File: config.mk
export PLATFORM = sky130hd
export DESIGN_NAME = dmem_arbiter
export DESIGN_NICKNAME = d
export VERILOG_FILES = /design/src/rtl/dmem_arbiter_pkg.sv /design/src/rtl/dmem_arbiter_rr.sv /design/src/rtl/dmem_arbiter.sv
export SDC_FILE = /design/constraint.sdc
export NUM_CORES = 1
export LEC_CHECK = 0
export BUFFER_PORTS_ARGS = -buffer_cell sky130_fd_sc_hd__buf_2
export CAP_MARGIN = 40
export CORE_MARGIN = 3
export CORE_UTILIZATION = 40
export DETAILED_ROUTE_END_ITERATION = 8
export GPL_TIMING_DRIVEN = 1
export HOLD_SLACK_MARGIN = 0.15
export PLACE_DENSITY = 0.76
export SLEW_MARGIN = 20
export SYNTH_ARGS = -nofsm -noshare
export SYNTH_HDL_FRONTEND = slang
export SYNTH_SLANG_ARGS = --single-unit
export TNS_END_PERCENT = 5
File: constraint.sdc
create_clock -name clk -period 1.6 [get_ports clk]
set_clock_uncertainty 0.1 [all_clocks]
set_input_delay 0.32 -clock clk [delete_from_list [all_inputs] [get_ports clk]]
set_output_delay 0.32 -clock clk [all_outputs]
set_load 0.02 [all_outputs]
File: src/rtl/dmem_arbiter_pkg.sv
// Shared types and constants for the data-memory port arbiter.
package dmem_arbiter_pkg;
    typedef enum logic {
        ST_IDLE   = 1'b0,
        ST_ACCESS = 1'b1
    } state_t;

    localparam logic M_CPU    = 1'b0;
    localparam logic M_LOADER = 1'b1;

    localparam int DATA_WIDTH = 32;
    localparam int STRB_WIDTH = 4;
    localparam int NUM_MASTERS = 2;
endpackage

File: src/rtl/dmem_arbiter_rr.sv
// Two-request round-robin arbiter: grants the lone requester, or the prio
// master on contention; prio moves to the loser whenever a grant is taken.
module rr_arbiter2 (
    input  logic       clk,
    input  logic       rst_n,
    input  logic [1:0] req,
    input  logic       advance,
    output logic [1:0] grant
);
    logic prio_reg;

    always_comb begin
        grant = req;
        if (req == 2'b11)
            grant = prio_reg ? 2'b10 : 2'b01;
    end

    // grant[0] set means master 0 won, so master 1 gets priority next
    always_ff @(posedge clk or negedge rst_n) begin
        if (!rst_n)
            prio_reg <= 1'b0;
        else if (advance)
            prio_reg <= grant[0];
    end
endmodule

File: src/rtl/dmem_arbiter.sv
// Shares RAM port 1 between the CPU data master (0) and the loader (1):
// one registered request, one RAM cycle, one response pulse per access.
module dmem_arbiter
    import dmem_arbiter_pkg::*;
#(
    parameter int ADDR_WIDTH = 12
) (
    input  logic                  clk,
    input  logic                  rst_n,
    input  logic                  m0_valid,
    output logic                  m0_ready,
    input  logic [ADDR_WIDTH-1:0] m0_addr,
    input  logic [31:0]           m0_wdata,
    input  logic [3:0]            m0_wstrb,
    output logic                  m0_rvalid,
    output logic [31:0]           m0_rdata,
    input  logic                  m1_valid,
    output logic                  m1_ready,
    input  logic [ADDR_WIDTH-1:0] m1_addr,
    input  logic [31:0]           m1_wdata,
    input  logic [3:0]            m1_wstrb,
    output logic                  m1_rvalid,
    output logic [31:0]           m1_rdata,
    output logic [ADDR_WIDTH-1:0] mem_addr,
    output logic [31:0]           mem_wdata,
    output logic [3:0]            mem_wenable,
    input  logic [31:0]           mem_rdata
);
    state_t                  state_reg;
    logic [ADDR_WIDTH-1:0]   addr_reg;
    logic [DATA_WIDTH-1:0]   wdata_reg;
    logic [STRB_WIDTH-1:0]   wstrb_reg;
    logic                    owner_reg;
    logic [DATA_WIDTH-1:0]   rdata_reg;
    logic [NUM_MASTERS-1:0]  rvalid_reg;

    logic [NUM_MASTERS-1:0]  valid_vec;
    logic [NUM_MASTERS-1:0]  grant_vec;
    logic [NUM_MASTERS-1:0]  ready_vec;
    logic                    handshake;
    logic                    winner;
    logic                    in_access;

    assign valid_vec = {m1_valid, m0_valid};
    assign in_access = (state_reg == ST_ACCESS);

    rr_arbiter2 u_rr (
        .clk     (clk),
        .rst_n   (rst_n),
        .req     (valid_vec),
        .advance (handshake),
        .grant   (grant_vec)
    );

    // Grant is a subset of valid, so any ready bit is a completed handshake.
    // Reset holds ready low even though the FSM already sits in IDLE.
    genvar gi;
    generate
        for (gi = 0; gi < NUM_MASTERS; gi++) begin : g_ready
            assign ready_vec[gi] = rst_n && !in_access && grant_vec[gi];
        end
    endgenerate

    assign handshake = |ready_vec;
    assign winner    = ready_vec[1] ? M_LOADER : M_CPU;

    assign m0_ready  = ready_vec[0];
    assign m1_ready  = ready_vec[1];
    assign m0_rvalid = rvalid_reg[0];
    assign m1_rvalid = rvalid_reg[1];
    assign m0_rdata  = rdata_reg;
    assign m1_rdata  = rdata_reg;

    // Gated by state so an async reset kills an in-flight write strobe at once
    assign mem_addr    = in_access ? addr_reg  : '0;
    assign mem_wdata   = in_access ? wdata_reg : '0;
    assign mem_wenable = in_access ? wstrb_reg : '0;

    always_ff @(posedge clk or negedge rst_n) begin
        if (!rst_n) begin
            state_reg  <= ST_IDLE;
            addr_reg   <= '0;
            wdata_reg  <= '0;
            wstrb_reg  <= '0;
            owner_reg  <= M_CPU;
            rdata_reg  <= '0;
            rvalid_reg <= '0;
        end else begin
            case (state_reg)
                ST_IDLE: begin
                    rvalid_reg <= '0;
                    if (handshake) begin
                        addr_reg  <= (winner == M_LOADER) ? m1_addr  : m0_addr;
                        wdata_reg <= (winner == M_LOADER) ? m1_wdata : m0_wdata;
                        wstrb_reg <= (winner == M_LOADER) ? m1_wstrb : m0_wstrb;
                        owner_reg <= winner;
                        state_reg <= ST_ACCESS;
                    end
                end
                ST_ACCESS: begin
                    rdata_reg  <= mem_rdata;
                    rvalid_reg <= (owner_reg == M_LOADER) ? 2'b10 : 2'b01;
                    state_reg  <= ST_IDLE;
                end
                default: state_reg <= ST_IDLE;
            endcase
        end
    end
endmodule
==> impl_metrics.toml, run 1 <==
[drt]
first_pass_iters = 4
routed_wirelength_um = 14800
vias = 4094
drc = 0
drt_iter0_drc = 186
viasPerCell = 5.22
drtAntennaViolNets = 0
wl_per_cell_um = 18.8

[place]
port_buffers = 247
hpwl_um = 10100
preCtsSetupSlack_ns = -0.0944
gp_congestion = 0.836

[finish]
synthToLayoutAreaGrowth_pct = 44.9
seq_area_um2 = 2130
multi_input_area_um2 = 1920
n_antenna_cell = 0
n_fill_cell = 853
nNetsFinal = 776
layout-drive-gt1-share_pct = 52.2

[sta]
totalNegativeSetupSlack_ns = -14.17
period_minus_slack_ns = 1.85
fmax_mhz = 542
hold_violations = 0
worstMarginPinSlew_ns = 0.549
rsz0062_at_grt = "true"
fin_ws_ns = -0.247
slew_headroom_pct = 63.4
slew_viol_final = 0
setup_viol = 98
finalCritPeriodShare_pct = 115

[yosys]
post_synth.cell_area_avg_um2 = 11.3
synth_xor_xnor_area_share_pct = 0
syn-num-nets = 527
synthAdderAreaFrac_pct = 0
yosys_register_bits = 85
synth_compound_area_share_pct = 11.1
synth_warnings = 0
synth_cell_type_count = 17
synthMuxAreaShare_pct = 8.11
syn_area_um2 = 4440
synth_top_family_by_area = "simple AND/OR/NAND/NOR gates"
synth.yosys.seq_area_share_pct = 47.9
synthSimpleGateAreaFrac_pct = 23.3
syn_inst = 395

[clock_tree]
clockBufferDepth = 2
cts_buffers = 9
clk-insertion-delay-late_ns = 0.36
cts_tree = "yes"
path_clk_slew_ns = 0.10
cts-root-buf = "clkbuf_8"
cts.sinks = 85
htreeDepth = 3

[worst_setup_path]
critPathRequiredTime_ns = 1.18
arrival_ns = 1.43
worstPathMaxFanout = 5
crit_start = "in_access"
critical_path_class = "register to output pin"
crit_path_end_kind = "output pin"
r2r-start = "in_access"
critPathLaunchType = "register"

[grt]
grt_pass1_wl_um = 22800
grtUsageTotal_pct = 23.1
antenna_found_initial = 0
grt_pass1_vias = 4357
overflow = 0
grt_max_degree = 49

[pwr]
irDropWorstVdd_mv = 0.584
power.leakage_nw = 3.32
p_per_area_nw_per_um2 = 1050

[worst_hold_path]
hp-start = "m0_wdata[8]"
hp-class = "primary input to register"

[floorplanning]
core_um2 = 10600
die_w_um = 111
dieArea_um2 = 12400
start_util_pct = 42.1
num_rows = 37
io_pins = 248
die_h_um = 111

[outcome]
violations = "negative setup slack"
status = "finished with violations"

[flow_run]
drv_cap = 0
==> where the power goes <==
group	internal, mW	switching (mW)
Combinational	1.04	1.20
Sequential	2.55	0.286
Clock	0.887	0.823
Total	4.48	2.30
==> Yosys cell counts <==
cell	n	area share, %
a21o_1	2	0.34
a221o_1	48	11
and2_1	49	6.9
and2b_1	1	0.17
and3_1	49	6.9
buf_2	12	1.4
buf_4	32	5.4
buf_6	2	0.51
clkbuf_1	26	2.2
dfrtp_1	85	48
inv_1	2	0.17
mux2_2	32	8.1
nand2_1	2	0.17
nand3b_4	1	0.45
nor2b_1	2	0.28
nor3b_1	48	8.1
or2_1	2	0.28
==> stage by stage <==
| stage | area (um^2) | hold WS [ns] | util, % | instances | power, mW |
|---|---|---|---|---|---|
| finish | 6440 | 0.208 | 61.0 | 785 | 6.78 |
| global route | 6440 | 0.203 | 61.0 | 785 | 7.08 |
| CTS | 6390 | 0.194 | 60.5 | 783 | 6.76 |
| detailed placement | 5650 | 0.179 | 53.5 | 728 | 4.92 |
| global placement | 5650 | 0.179 | 53.5 | 728 | 4.85 |
| floorplan | 4450 | -0.0756 | - | 395 | 4.25 |
==> layer usage <==
metal,GRT usage [%],up-vias,part of all wire [%]
met5,0,-,0
met2,42.3,186,52
met1,26.1,1969,38
li1,-,1903,-
met4,10.2,0,3.1
met3,4.24,36,6.5
==> cell type report <==
cell class | instances | area share [%]
Inverter | 2 | 0.175
Clock buffer | 9 | 1.92
Clock inverter | 7 | 1.52
Timing Repair Buffer | 310 | 30.8
Multi-Input combinational cell | 236 | 29.9
Tap cell | 136 | 2.64
Sequential cell | 85 | 33.1
==> logic make-up (layout without fill, tap and decap cells) <==
logic type             after synthesis  count (layout)
and+or+nand+nor                    154             154
buffers and inverters               74             328
AOI/OAI and AO/OA                   50              50
muxes                               32              32
DFF                                 85              85
==> what timing repair did <==
action                     in CTS  in global routing
hold endpoints to repair       71                  0
cloned                          2                  0
setup endpoints to repair      98                144
buffers inserted                4                  2
pin swaps                      10                 13
hold buffers                   33                  0
resized for setup              27                 12
==> worst max-delay path, cell delays in order (launching register included) <==
cell and delay [ns]:
dfrtp_2 0.46, nand3b_4 0.17, or2_4 0.25, clkinvlp_4 0.08
buf_6 0.11
==> final timing paths <==
check	depth (start not counted)	slack [ns]	to
min in group asynchronous	3	0.43	owner_reg
setup reg to reg	5	-0.13	wstrb_reg[0]
hold / removal	3	0.21	wdata_reg[8]
setup / recovery	4	-0.25	m1_ready
hold reg to reg	1	0.41	wdata_reg[12]
max in group asynchronous	4	0.22	wdata_reg[0]
==> layout by cell type, fill, tap and decap left out, types with 2 or more instances in the layout <==
cell,n
buf_2,237
dfrtp_1,84
and3_1,48
nor3b_1,48
a221o_1,48
and2_1,43
dlygate4sd3_1,33
mux2_2,32
buf_4,18
buf_6,14
clkbuf_8,9
and2_4,6
buf_12,5
clkinvlp_4,3
a21o_1,2
inv_6,2
bufinv_16,2
Note: power is estimated with default switching activity, not from simulation.
==> run 2, diff against run 1 <==
--- a/config.mk
+++ b/config.mk
@@ -7,6 +7,7 @@
 export LEC_CHECK = 0
 export BUFFER_PORTS_ARGS = -buffer_cell sky130_fd_sc_hd__buf_2
 export CAP_MARGIN = 40
+export CORE_ASPECT_RATIO = 1.2
 export CORE_MARGIN = 3
 export CORE_UTILIZATION = 40
 export DETAILED_ROUTE_END_ITERATION = 8
==> impl_metrics.toml, run 2 (synthesis results as in run 1) <==
[outcome]
status = "finished with violations"
violations = "negative setup slack"

[grt]
overflow = 0
grtUsageTotal_pct = 21.2
grt_max_degree = 49
grt_pass1_wl_um = 20200
antenna_found_initial = 2
grt_pass1_vias = 4017

[clock_tree]
clockBufferDepth = 2
cts_tree = "yes"
cts-root-buf = "clkbuf_16"
cts_buffers = 9
htreeDepth = 3
clk-insertion-delay-late_ns = 0.33
cts.sinks = 85
path_clk_slew_ns = 0.06

[pwr]
irDropWorstVdd_mv = 0.427
p_per_area_nw_per_um2 = 1090
p_comb_share_pct = 30.9
pwr-share-clk_pct = 28.7
p_int_mw = 4.77
p_sw_mw = 2.24
power.leakage_nw = 3.32
swShare_pct = 31.9
power_frac_seq_pct = 40.4

[worst_setup_path]
r2r_slack_ns = -0.12
critPathMaxStageDelay_ns = 0.43
worstPathMaxFanout = 5
cp_slowest_cell = "dfrtp_2"
arrival_ns = 1.38
rr_endpoint = "wdata_reg[28]"
path_cells = "nand3b_4 -> or2_4 -> clkinvlp_4 -> buf_6"
critPathRequiredTime_ns = 1.18
crit_path_end_kind = "output pin"
r2r-start = "in_access"
r2r_cells = 5
critPathLaunchType = "register"
critical_path_class = "register to output pin"

[floorplanning]
io_pins = 248
core_um2 = 10700
die_w_um = 102
num_rows = 41
die_h_um = 121
dieArea_um2 = 12400
start_util_pct = 41.7

[sta]
fin_ws_ns = -0.199
slew_headroom_pct = 64.4
rsz0062_at_grt = "true"
period_minus_slack_ns = 1.80
slew_viol_final = 0
worstMarginPinSlew_ns = 0.534
hold_violations = 0
holdWs_ns = 0.244
totalNegativeSetupSlack_ns = -11.56
fmax_mhz = 556
setup_viol = 98
finalCritPeriodShare_pct = 112

[finish]
final_cell_mix = "238 x buf_2, 84 x dfrtp_1, 48 x and3_1, 48 x nor3b_1, 48 x a221o_1"
multi_input_area_um2 = 1920
synthToLayoutAreaGrowth_pct = 44.5
seq_area_um2 = 2130
nNetsFinal = 771
mostFrequentLayoutCell = "buf_2"
n_antenna_cell = 0
finish.utilization_pct = 60.2
layout-drive-gt1-share_pct = 51.8
n_fill_cell = 898

[drt]
vias = 4031
routed_wirelength_um = 13300
first_pass_iters = 4
wl_per_cell_um = 17.2
viasPerCell = 5.22
drc = 0
drtAntennaViolNets = 0
drt_iter0_drc = 126

[worst_hold_path]
hp-start = "m0_wdata[19]"
hp-class = "primary input to register"
min_to = "wdata_reg[19]"
holdPathStages = 3

[place]
port_buffers = 247
hpwl_um = 9510
gp_congestion = 0.792

[flow_run]
drv_cap = 0
run 2: changes by cell type in the layout (fill, tap and decap cells not counted), sizes merged:
cell and delta:
inv -2, clkinv +3, clkinvlp -1, buf -5, bufinv -1
run 2: power groups by stage:
| stage | Clock, mW | Combinational (mW) | Sequential (mW) |
|---|---|---|---|
| finish | 2.01 | 2.16 | 2.83 |
| global route | 2.16 | 2.33 | 2.88 |
| CTS | 2.07 | 2.16 | 2.82 |
| detailed placement | 0 | 2.03 | 2.85 |
| global placement | 0 | 2.00 | 2.83 |
| floorplan | 0 | 1.28 | 2.96 |
run 2: cell type report:
| cell class | instances | area share, % |
|---|---|---|
| Timing Repair Buffer | 305 | 29.7 |
| Clock inverter | 6 | 1.01 |
| Sequential cell | 85 | 33.2 |
| Multi-Input combinational cell | 236 | 30.0 |
| Tap cell | 129 | 2.51 |
| Inverter | 2 | 0.175 |
| Clock buffer | 9 | 3.51 |
run 2: per-layer routing:
| metal | global-route usage (%) | part of all wire, % | wire length (um) | vias up |
|---|---|---|---|---|
| li1 | - | - | - | 1895 |
| met1 | 25.5 | 39 | 5200 | 1912 |
| met2 | 36.5 | 50 | 6700 | 191 |
| met3 | 4.37 | 7.8 | 1040 | 29 |
| met4 | 8.29 | 2.4 | 317 | 4 |
| met5 | 0 | 0.20 | 27 | - |
run 2: timing repair:
item,in CTS,in global routing
hold endpoints to repair,117,0
pin swaps,46,2
buffers inserted,6,1
hold buffers,33,0
gates cloned,1,0
gates resized for setup,24,7
endpoints found under the setup margin,98,98
run 2: worst max path at each step:
stage	from	endpoint	slack [ns]
after floorplan	in_access	m1_ready	-0.02
after global placement	m1_valid	wdata_reg[7]	-0.07
after detailed placement	m1_valid	wdata_reg[16]	-0.13
after CTS	in_access	m1_ready	-0.23
after global routing	in_access	mem_wdata[15]	-0.25
final	in_access	m1_ready	-0.20
run 2: through the flow:
stage	cell area, um^2	instances	total power [mW]	setup slack (ns)
finish	6420	772	7.00	-0.199
global route	6420	772	7.37	-0.253
CTS	6390	771	7.05	-0.228
detailed placement	5620	716	4.88	-0.133
global placement	5620	716	4.83	-0.0725
floorplan	4450	395	4.25	-0.0199
run 2: worst max-delay path, delay by kind of cell (launching register included):
family                 cells  cell delay [ns]
buffers and inverters      2             0.21
and+or+nand+nor            2             0.41
DFF                        1             0.43
==> run 3, diff against run 2 <==
--- a/config.mk
+++ b/config.mk
@@ -13,7 +13,7 @@
 export DETAILED_ROUTE_END_ITERATION = 8
 export GPL_TIMING_DRIVEN = 1
 export HOLD_SLACK_MARGIN = 0.15
-export PLACE_DENSITY = 0.76
+export PLACE_DENSITY = 0.73
 export SLEW_MARGIN = 20
 export SYNTH_ARGS = -nofsm -noshare
 export SYNTH_HDL_FRONTEND = slang
==> constraint.sdc (replaced) <==
create_clock -name clk -period 2.3 [get_ports clk]
set_clock_uncertainty 0.1 [all_clocks]
set_input_delay 0.46 -clock clk [delete_from_list [all_inputs] [get_ports clk]]
set_output_delay 0.46 -clock clk [all_outputs]
set_load 0.02 [all_outputs]
==> impl_metrics.toml, run 3 (synthesis results as in run 1) <==
[sta]
slew_viol_final = 0
hold_violations = 0
holdWs_ns = 0.198
totalNegativeSetupSlack_ns = 0
setup_viol = 0
period_minus_slack_ns = 2.14
slew_headroom_pct = 59.3
worstMarginPinSlew_ns = 0.610
fmax_mhz = 468
finalCritPeriodShare_pct = 92.9
rsz0062_at_grt = "false"

[floorplanning]
dieArea_um2 = 12400
start_util_pct = 41.7
io_pins = 248
num_rows = 41
core_um2 = 10700
die_h_um = 121
die_w_um = 102

[finish]
final_cell_mix = "246 x buf_2, 84 x dfrtp_1, 49 x and2_1, 49 x and3_1"
seq_area_um2 = 2130
mostFrequentLayoutCell = "buf_2"
n_antenna_cell = 0
n_fill_cell = 974
layout-drive-gt1-share_pct = 52.2
finish.utilization_pct = 54.8
multi_input_area_um2 = 1900
synthToLayoutAreaGrowth_pct = 31.7
nNetsFinal = 727
final_area_um2 = 5850

[clock_tree]
cts_setup_buffers = 0
clockBufferDepth = 2
htreeDepth = 3
cts-root-buf = "clkbuf_16"
cts_buffers = 9
cts_tree = "yes"
cts.sinks = 85
clk-insertion-delay-late_ns = 0.33
path_clk_slew_ns = 0.07

[drt]
drc = 0
viasPerCell = 5.35
drtAntennaViolNets = 0
drt_iter0_drc = 178
vias = 3902
routed_wirelength_um = 13200
wl_per_cell_um = 18.2
first_pass_iters = 4

[place]
gp_congestion = 0.775
hpwl_um = 9570
placed_cell_area_um2 = 5550
port_buffers = 247

[pwr]
irDropWorstVdd_mv = 0.369
power_mw = 4.75
p_sw_mw = 1.59
p_per_area_nw_per_um2 = 812
p_comb_share_pct = 29.3
swShare_pct = 33.4
power_frac_seq_pct = 41.2
pwr-share-clk_pct = 29.5
power.leakage_nw = 3.08
p_int_mw = 3.16

[grt]
grt_max_degree = 60
grtUsageTotal_pct = 20.5
antenna_found_initial = 3
grt_pass1_vias = 3982
grt_pass1_wl_um = 19700
overflow = 0

[worst_setup_path]
path_cells = "and2b_1 -> buf_4 -> and3_1 -> buf_2"
crit_path_end_kind = "output pin"
critPathLaunchType = "register"
worstPathMaxFanout = 17
critPathMaxStageDelay_ns = 0.43
critPathRequiredTime_ns = 1.74
arrival_ns = 1.58
critical_path_class = "register to output pin"
cp_slowest_cell = "dfrtp_2"

[flow_run]
drv_cap = 0

[outcome]
status = "finished clean"

[worst_hold_path]
hp-class = "primary input to async pin"
## run 3: power by group through the flow
stage / Sequential (mW) / Combinational (mW) / Clock, mW
3_3_place_gp: 1.96 / 1.38 / 0
4_1_cts: 1.96 / 1.41 / 1.43
2_1_floorplan: 2.06 / 0.891 / 0
5_1_grt: 1.99 / 1.50 / 1.50
3_5_place_dp: 1.98 / 1.41 / 0
6_report: 1.96 / 1.39 / 1.40
## run 3: per-layer routing
| metal | up-vias | GRT usage, % | part of all wire (%) |
|---|---|---|---|
| li1 | 1802 | - | - |
| met3 | 25 | 5.58 | 7.3 |
| met5 | - | 0 | 0.23 |
| met4 | 6 | 7.30 | 1.8 |
| met1 | 1886 | 24.1 | 40 |
| met2 | 183 | 35.6 | 51 |
## run 3: critical path, delay by kind of cell (launching register included)
family	cells	cell delay, ns
and+or+nand+nor	2	0.44
buffers and inverters	2	0.37
DFF	1	0.43
## run 3: worst paths after layout
path / cells after the start / slack [ns] / from / end
setup / recovery: 4 / 0.16 / in_access / m0_ready
min in group clk: 2 / 0.25 / mem_rdata[2] / m0_rdata[2]
hold / removal: 2 / 0.20 / rst_n / wdata_reg[1]
max in group asynchronous: 3 / 1.01 / rst_n / addr_reg[0]
hold reg to reg: 1 / 0.37 / owner_reg / rvalid_reg[0]
setup reg to reg: 4 / 0.55 / in_access / wdata_reg[28]
## run 3: timing repair
action	CTS	global route
resized for setup	0	1
hold buffers	1	0
endpoints found under the setup margin	0	2
hold endpoints to repair	1	0
## run 3: area by class of cell
class | instances | area share (%)
clock inverters | 6 | 0.919
inverters | 2 | 0.128
repair buffers | 261 | 23.3
clock buffers | 10 | 4.08
well taps | 129 | 2.76
multi-input cells | 236 | 32.5
flip-flops and latches | 85 | 36.4
## run 3: stage by stage
stage | setup WS (ns) | std cells
finish | 0.164 | 729
global route | 0.0850 | 729
CTS | 0.0593 | 729
detailed placement | 0.383 | 712
global placement | 0.409 | 712
floorplan | 0.395 | 395
